<file path="src/rtl/l1_line_responder_if.sv">
// l1_line_responder_if: bundles the L1 line-fill port (pmem_*) and the
// word-wide backing memory port (word_*) of the line responder.
// The responder uses the slave view; whoever drives requests and models
// memory uses the master view.
interface l1_line_responder_if;
    logic [15:0]  pmem_address;
    logic         pmem_read;
    logic [127:0] pmem_rdata;
    logic         pmem_resp;
    logic [15:0]  word_address;
    logic         word_read;
    logic [15:0]  word_rdata;
    logic         word_resp;

    modport slave (
        input  pmem_address, pmem_read, word_rdata, word_resp,
        output pmem_rdata, pmem_resp, word_address, word_read
    );

    modport master (
        output pmem_address, pmem_read, word_rdata, word_resp,
        input  pmem_rdata, pmem_resp, word_address, word_read
    );
endinterface

</file>
<file path="src/rtl/l1_line_responder.sv">
// l1_line_responder: fills a 128-bit L1 I-cache line by reading eight
// 16-bit words from a word-wide memory in ascending order, then returns the
// assembled line with a one-cycle pmem_resp.
// Optional macro L1_LINE_RESP_LASTLINE_EN: remember the last filled line
// base so a repeat request for that line is answered without refetching.
module l1_line_responder (
    input  logic                 clk,
    input  logic                 rst,
    l1_line_responder_if.slave   bus
);
    typedef enum logic [1:0] {IDLE, FETCH, GAP, RESP} state_e;

    state_e        state_q, state_d;
    logic [2:0]    cnt_q, cnt_d;
    logic [11:0]   base_q, base_d;          // line base without the 4 offset bits
    logic [15:0]   word_address_q, word_address_d;
    logic          word_read_q, word_read_d;
    logic          pmem_resp_q, pmem_resp_d;
    logic [127:0]  line_q, line_d;
    logic          hit;

`ifdef L1_LINE_RESP_LASTLINE_EN
    logic [11:0]   tag_q, tag_d;
    logic          valid_q, valid_d;
    assign hit = valid_q && (tag_q == bus.pmem_address[15:4]);
`else
    assign hit = 1'b0;
`endif

    // Next-state, counter, line assembly and registered output strobes.
    always_comb begin
        state_d        = state_q;
        cnt_d          = cnt_q;
        base_d         = base_q;
        line_d         = line_q;
`ifdef L1_LINE_RESP_LASTLINE_EN
        tag_d          = tag_q;
        valid_d        = valid_q;
`endif
        case (state_q)
            IDLE: begin
                // word_resp is deliberately ignored here: stray responses
                // must never land in the line.
                if (bus.pmem_read) begin
                    if (hit) begin
                        state_d = RESP;
                    end else begin
                        base_d  = bus.pmem_address[15:4];
                        cnt_d   = 3'd0;
                        state_d = FETCH;
                    end
                end
            end
            FETCH: begin
                if (bus.word_resp) begin
                    line_d[{cnt_q, 4'b0000} +: 16] = bus.word_rdata;
                    if (cnt_q == 3'd7) begin
                        state_d = RESP;
`ifdef L1_LINE_RESP_LASTLINE_EN
                        tag_d   = base_q;
                        valid_d = 1'b1;
`endif
                    end else begin
                        cnt_d   = cnt_q + 3'd1;
                        state_d = GAP;
                    end
                end
            end
            GAP:     state_d = FETCH;
            RESP:    state_d = IDLE;
            default: state_d = IDLE;
        endcase

        // Strobes and address are registered from the next state so they
        // are clean and stable for the whole FETCH / RESP state.
        word_read_d    = (state_d == FETCH);
        pmem_resp_d    = (state_d == RESP);
        word_address_d = word_address_q;
        if (state_d == FETCH)
            word_address_d = {base_d, cnt_d, 1'b0};
    end

    // State and datapath registers; reset wins over every transition.
    always_ff @(posedge clk) begin
        if (rst) begin
            state_q        <= IDLE;
            cnt_q          <= 3'd0;
            base_q         <= 12'd0;
            word_address_q <= 16'd0;
            word_read_q    <= 1'b0;
            pmem_resp_q    <= 1'b0;
            line_q         <= 128'd0;
        end else begin
            state_q        <= state_d;
            cnt_q          <= cnt_d;
            base_q         <= base_d;
            word_address_q <= word_address_d;
            word_read_q    <= word_read_d;
            pmem_resp_q    <= pmem_resp_d;
            line_q         <= line_d;
        end
    end

`ifdef L1_LINE_RESP_LASTLINE_EN
    // Last-line tag and valid bit.
    always_ff @(posedge clk) begin
        if (rst) begin
            tag_q   <= 12'd0;
            valid_q <= 1'b0;
        end else begin
            tag_q   <= tag_d;
            valid_q <= valid_d;
        end
    end
`endif

    assign bus.word_read    = word_read_q;
    assign bus.word_address = word_address_q;
    assign bus.pmem_resp    = pmem_resp_q;
    assign bus.pmem_rdata   = line_q;
endmodule

</file>
<file path="src/flat_wrapper.sv">
// flat-port wrapper written by rule: the top's interface ports become plain ports
module l1_line_responder_flat 
  (clk, rst, bus_pmem_address, bus_pmem_read, bus_word_rdata, bus_word_resp, bus_pmem_rdata, bus_pmem_resp, bus_word_address, bus_word_read);
  l1_line_responder_if bus_i ();
  input  logic clk;
  input  logic rst;
  input wire logic [$bits(bus_i.pmem_address)-1:0] bus_pmem_address;
  input wire logic [$bits(bus_i.pmem_read)-1:0] bus_pmem_read;
  input wire logic [$bits(bus_i.word_rdata)-1:0] bus_word_rdata;
  input wire logic [$bits(bus_i.word_resp)-1:0] bus_word_resp;
  output wire logic [$bits(bus_i.pmem_rdata)-1:0] bus_pmem_rdata;
  output wire logic [$bits(bus_i.pmem_resp)-1:0] bus_pmem_resp;
  output wire logic [$bits(bus_i.word_address)-1:0] bus_word_address;
  output wire logic [$bits(bus_i.word_read)-1:0] bus_word_read;
  assign bus_i.pmem_address = bus_pmem_address;
  assign bus_i.pmem_read = bus_pmem_read;
  assign bus_i.word_rdata = bus_word_rdata;
  assign bus_i.word_resp = bus_word_resp;
  assign bus_pmem_rdata = bus_i.pmem_rdata;
  assign bus_pmem_resp = bus_i.pmem_resp;
  assign bus_word_address = bus_i.word_address;
  assign bus_word_read = bus_i.word_read;
  l1_line_responder u_core (.clk(clk), .rst(rst), .bus(bus_i));
endmodule
</file>
<file path="config.mk">
export PLATFORM = sky130hd
export DESIGN_NAME = l1_line_responder_flat
export DESIGN_NICKNAME = d
export VERILOG_FILES = /design/src/rtl/l1_line_responder_if.sv /design/src/rtl/l1_line_responder.sv /design/src/flat_wrapper.sv
export SDC_FILE = /design/constraint.sdc
export NUM_CORES = 1
export LEC_CHECK = 0
export BUFFER_PORTS_ARGS = -buffer_cell sky130_fd_sc_hd__buf_4
export CAP_MARGIN = 20
export CORE_AREA = 2 2 119 121
export DETAILED_ROUTE_END_ITERATION = 8
export DIE_AREA = 0 0 121 123
export PLACE_DENSITY = 0.8
export SKIP_LAST_GASP = 1
export SYNTH_ARGS = -nofsm -noshare
export SYNTH_HDL_FRONTEND = slang
export SYNTH_SLANG_ARGS = --single-unit
</file>
<file path="constraint.sdc">
create_clock -name clk -period 6.81 [get_ports clk]
set_clock_uncertainty 0.1 [all_clocks]
set_input_delay 1.362 -clock clk [delete_from_list [all_inputs] [get_ports clk]]
set_output_delay 1.362 -clock clk [all_outputs]
set_load 0.01 [all_outputs]
</file>
Word level (Yosys, flattened, before mapping)
Cells that the tools add are included.

operators by class
  reduce and logical (&&, ||, !) cells = 2
  eq/ne operators = 6
  multiplexer cells = 11
  shift-type cells = 2
  add/sub/neg operators = 2

operator list
  kind                      count
  $bwmux 128                1
  $shift 16x9->128 const A  1
  $shiftx 16x9->128         1
  $mux 12                   2
  $mux 3                    3
  $neg 7->9                 1
  $pmux 2 s4                1
  $eq 2x2->1 const B        3
  $pmux 3 s2                1
  $eq 2x1->1 const B        2
  $mux 2                    2
  $add 3x1->3 const B       1
  $eq 3x3->1 const B        1
  $logic_not 2->1           1
  $reduce_and 2->1          1
  $mux 1                    1

word-level totals
  output and inout port bits = 146
  input port bits = 36
  register bits = 162
  logic and storage cells = 30

Longest topological paths before layout
  word-level depth = 5
  depth in mapped cells = 10
  mapped depth without buffers = 6

Worst setup path before layout
No wires, ideal clock.

  path kind = reg-to-reg
  start point = reg u_core.cnt_q[0]
  end point = reg u_core.line_q[70] (netlist: u_core.bus.pmem_rdata[70])
  period minus slack after synthesis = 2.716 ns
  setup slack = 4.094 ns
  path buffers = 4
  arrival = 2.544 ns
  stages on the path, launching flop included = 11
  cell sequence = dfxtp_1 > buf_4 > clkbuf_1 > inv_1 > ha_1 > ha_1 > o31ai_2 > buf_6 > nor4_4 > buf_6 > mux2i_1

between the ends
  cells in the longest elaborated chain, start to end = 3
  elaborated cells between the ends (all ways) = 4
  classes of those cells = 1 x add/sub; 2 x shift; 1 x mux

RTL lines
  what                                                          line                      text
  from (decl)                                                   l1_line_responder.sv:14   logic [2:0] cnt_q, cnt_d;
  from (signal assigned)                                        l1_line_responder.sv:95   cnt_q <= cnt_d;
  $neg 7->9 (*)                                                 l1_line_responder.sv:56   line_d[{cnt_q, 4'b0000} +: 16] = bus.word_rdata;
  $shiftx 16x9->128 / $shift 16x9->128 (equally long branches)  l1_line_responder.sv:56
  $bwmux 128 (*)                                                l1_line_responder.sv:56
  to (signal assigned)                                          l1_line_responder.sv:100  line_q <= line_d;
  to (decl)                                                     l1_line_responder.sv:19   logic [127:0] line_q, line_d;

Mark *: on every way between the ends. The rest lies on a longest branch, timed or not.
A chain may end at the register's enable or synchronous reset.

Final worst setup path
  start point = reg u_core.cnt_q[0]
  end point = reg u_core.line_q[58] (netlist: u_core.bus.pmem_rdata[58])

Same word-level chain as after synthesis.

==> out/metrics.yaml <==
synth:
  dominantRegCellSynth: "sky130_fd_sc_hd__dfxtp_1"
  asyncSetResetFlopFracSynth_pct: 0
  synth_fa_ha_area_share_pct: 1.03
  synthCells: 805
  yosys-mux-area-fraction_pct: 3.85
  synth.area.top_cells: "sky130_fd_sc_hd__dfxtp_1, sky130_fd_sc_hd__a21oi_1, sky130_fd_sc_hd__o31ai_1, sky130_fd_sc_hd__nand4_1, sky130_fd_sc_hd__clkbuf_1"
  yosysSeqAreaShare_pct: 44.6
  synth_area_um2: 7280
  netlist.area_leader.share_pct: 44.6
  synth_warnings: 0
  ys_types: 46
  synth_xor_area_share_pct: 0
  synth-compound-area-share_pct: 21.7
  postSynthAreaPerCell_um2: 9.04
  post_synth_and_or_nand_nor_area_fraction_pct: 21.5
  ys_seq_elements: 162
  main_combinational_cell_family_by_area_after_synthesis: "compound AO/OA/AOI/OAI gates"
  synthDominantAreaCellType: "sky130_fd_sc_hd__dfxtp_1"
  synth_enable_flop_cells: 0
  postSynthNetCount: 847
min_path:
  holdCritStartpoint: "u_core.bus.pmem_rdata[117]"
  hold_class: "flop to flop"
  worst_hold_path.num_cells: 2
finish:
  antenna_cells_inserted: 0
  post-route-util_pct: 67.2
  layout-drive-gt1-share_pct: 26.0
  fin_cells: 1102
  layout.cells.most_common: "sky130_fd_sc_hd__buf_4"
  layout-area-overhead-vs-synth_pct: 25.7
  layout.cells.most_common_list: "sky130_fd_sc_hd__buf_4, sky130_fd_sc_hd__dfxtp_1, sky130_fd_sc_hd__a21oi_1"
  fin_nets: 951
floorplanning:
  die-width_um: 121
  core_box_area_um2: 13600
  die_height_um: 123
  placement_rows: 43
  die_area_um2: 14900
  start_util_pct: 53.5
  ioPinCount: 182
timing:
  relSlewSlack_pct: 25.2
  tightest_hold_margin_ns: 0.371
  finalCriticalPeriod_ns: 3.74
  max_freq_mhz: 268
  finalHoldViolations: 0
  period_share_pct: 54.9
  slew_violations: 0
  least_margin_pin_slew_ns: 1.12
  setup-tns-final_ns: 0
  rsz0062_at_grt: "no"
  setup_violations: 0
global_route:
  number_of_antenna_violations_at_the_first_check_in_global_routing: 0
  grt_first_pass_wirelength_mm: 31.9
  grt_start_max_net_pins: 118
  grt_use_total_pct: 27.4
  grt_remaining_overflow: 0
  grt_pass1_vias: 5909
placement:
  dp_hpwl_mm: 12.9
  place.gp.congestion: 0.857
  place.detailed.instances: 1066
  numPortBuffers: 176
worst_setup_path:
  critical_path_end_type: "flop"
  critical_path_cell_count: 8
  critical_path_peak_fanout: 57
  timing.critical_path.arrival_ns: 3.99
  r2r-start: "u_core.cnt_q[0]"
  crit_path_top_delay_cell: "sky130_fd_sc_hd__dfxtp_2"
  critPathMaxStageDelay_ns: 0.98
  critical_path_class: "flop to flop"
  number_of_cells_on_the_worst_reg_to_reg_path: 8
  timing.critical_path.max_delay_family: "flip-flops"
  timing.critical_path.from: "u_core.cnt_q[0]"
  worstPathBufferInverterCount: 3
  crit_path_start_kind: "flop"
  wp_data_required_ns: 7.07
  crit_path_cell_trace: "inv_1 > ha_1 > ha_2 > buf_12 > o31a_1 > buf_4 > nand3_1 > a21oi_1"
route:
  detailedRoute.firstIterationViolations: 794
  detail-route-antenna-nets: 0
  routed_wl_mm: 21.1
  drc: 0
  avgRoutedWirePerCell_um: 19.1
  viasPerCell: 6.22
  detailedRoute.firstPassIterationCount: 7
  detailroute.via_count: 6852
clock_network:
  cts_tree: "yes"
  worstSkewPairLatency_ns: 0.43
  clkTransAtPathRegs_ns: 0.06
  clock-root-buffer: "sky130_fd_sc_hd__clkbuf_16"
  post_cts_resized: 0
  ctsHoldBuffers: 0
  clock-sinks: 162
  clock_tree.htree_level_count: 4
  cts_made_buffers: 17
  clock_path_buffers: 2
  cts_post_setup_buffers_inserted: 0
pwr:
  power.density_nw_per_um2: 240
  final_total_pwr_mw: 2.19
  p_leak_nw: 3.40
  peakVddDrop_mv: 0.195
run:
  maxCapViolCount: 0
run_status:
  outcome: "finished clean"
[power breakdown]
part | internal (mW) | switching [mW]
logic | 0.0737 | 0.130
clock network | 0.593 | 0.411
registers | 0.966 | 0.0176
total | 1.63 | 0.559
[Yosys cell counts (3+ instances only)]
cell type and instances:
sky130_fd_sc_hd__a211oi_1 5, sky130_fd_sc_hd__a211oi_2 7, sky130_fd_sc_hd__a21oi_1 128, sky130_fd_sc_hd__and3_1 8, sky130_fd_sc_hd__and3b_1 9, sky130_fd_sc_hd__and4b_1 4, sky130_fd_sc_hd__buf_1 4, sky130_fd_sc_hd__buf_2 11
sky130_fd_sc_hd__buf_4 4, sky130_fd_sc_hd__buf_6 11, sky130_fd_sc_hd__clkbuf_1 76, sky130_fd_sc_hd__dfxtp_1 162, sky130_fd_sc_hd__ha_1 6, sky130_fd_sc_hd__inv_1 5, sky130_fd_sc_hd__mux2i_1 28, sky130_fd_sc_hd__nand2b_1 35
sky130_fd_sc_hd__nand3_1 42, sky130_fd_sc_hd__nand3b_1 3, sky130_fd_sc_hd__nand4_1 57, sky130_fd_sc_hd__nand4b_1 10, sky130_fd_sc_hd__nor2_1 15, sky130_fd_sc_hd__nor3_1 3, sky130_fd_sc_hd__nor4bb_1 25, sky130_fd_sc_hd__o21ai_0 48
sky130_fd_sc_hd__o31ai_1 64, sky130_fd_sc_hd__or3_1 9, sky130_fd_sc_hd__or4_1 7
[state kept, by name, indices dropped and copies added (netlist names)]
signal / count
u_core.bus.word_read: 1
u_core.state_q: 2
u_core.bus.pmem_rdata: 128
u_core.cnt_q: 3
u_core.bus.pmem_resp: 1
u_core.bus.word_address: 15
u_core.base_q: 12
[cells by family after synthesis]
| group | Yosys count |
|---|---|
| AO/OA/AOI/OAI | 263 |
| AND/OR/NAND/NOR | 233 |
| flip-flops | 162 |
| buffers and inverters | 112 |
| multiplexers | 28 |
| adder cells (fa/ha/maj) | 6 |
| other | 1 |
[final cells by class]
cell class,instances,area (um^2)
Multi-Input combinational cell,531,3520
Sequential cell,162,3240
Timing Repair Buffer,192,1510
Fill cell,1124,4470
Inverter,5,18.8
Tap cell,180,225
Clock inverter,14,179
Clock buffer,18,439
[final timing paths]
| check | endpoint | slack [ns] |
|---|---|---|
| max | u_core.bus.pmem_rdata[58] | 3.07 |
| min | u_core.bus.pmem_rdata[117] | 0.37 |
| max reg2reg | u_core.bus.pmem_rdata[58] | 3.07 |
| min reg2reg | u_core.bus.pmem_rdata[117] | 0.37 |
[worst reg2reg max path: stages, from the launching register on]
cell,delay [ns]
sky130_fd_sc_hd__dfxtp_2,0.98
sky130_fd_sc_hd__inv_1,0.22
sky130_fd_sc_hd__ha_1,0.30
sky130_fd_sc_hd__ha_2,0.41
sky130_fd_sc_hd__buf_12,0.27
sky130_fd_sc_hd__o31a_1,0.65
sky130_fd_sc_hd__buf_4,0.41
sky130_fd_sc_hd__nand3_1,0.15
sky130_fd_sc_hd__a21oi_1,0.17
[per-stage QoR]
stage / worst slack [ns] / instance area [um^2]
floorplan: 4.09 / 7280
detailed placement: 2.65 / 8420
finish: 3.07 / 9150
global placement: 2.67 / 8420
global route: 2.81 / 9150
CTS: 2.62 / 9040
[routing by layer]
| layer | vias up | track usage [%] | wire length [um] |
|---|---|---|---|
| met5 | - | 0 | 0 |
| met3 | 35 | 6.09 | 1600 |
| met4 | 0 | 10.0 | 408 |
| met1 | 3283 | 37.7 | 9200 |
| met2 | 311 | 42.3 | 9840 |
| li1 | 3223 | - | - |
Power figures use the tool's default switching activity.
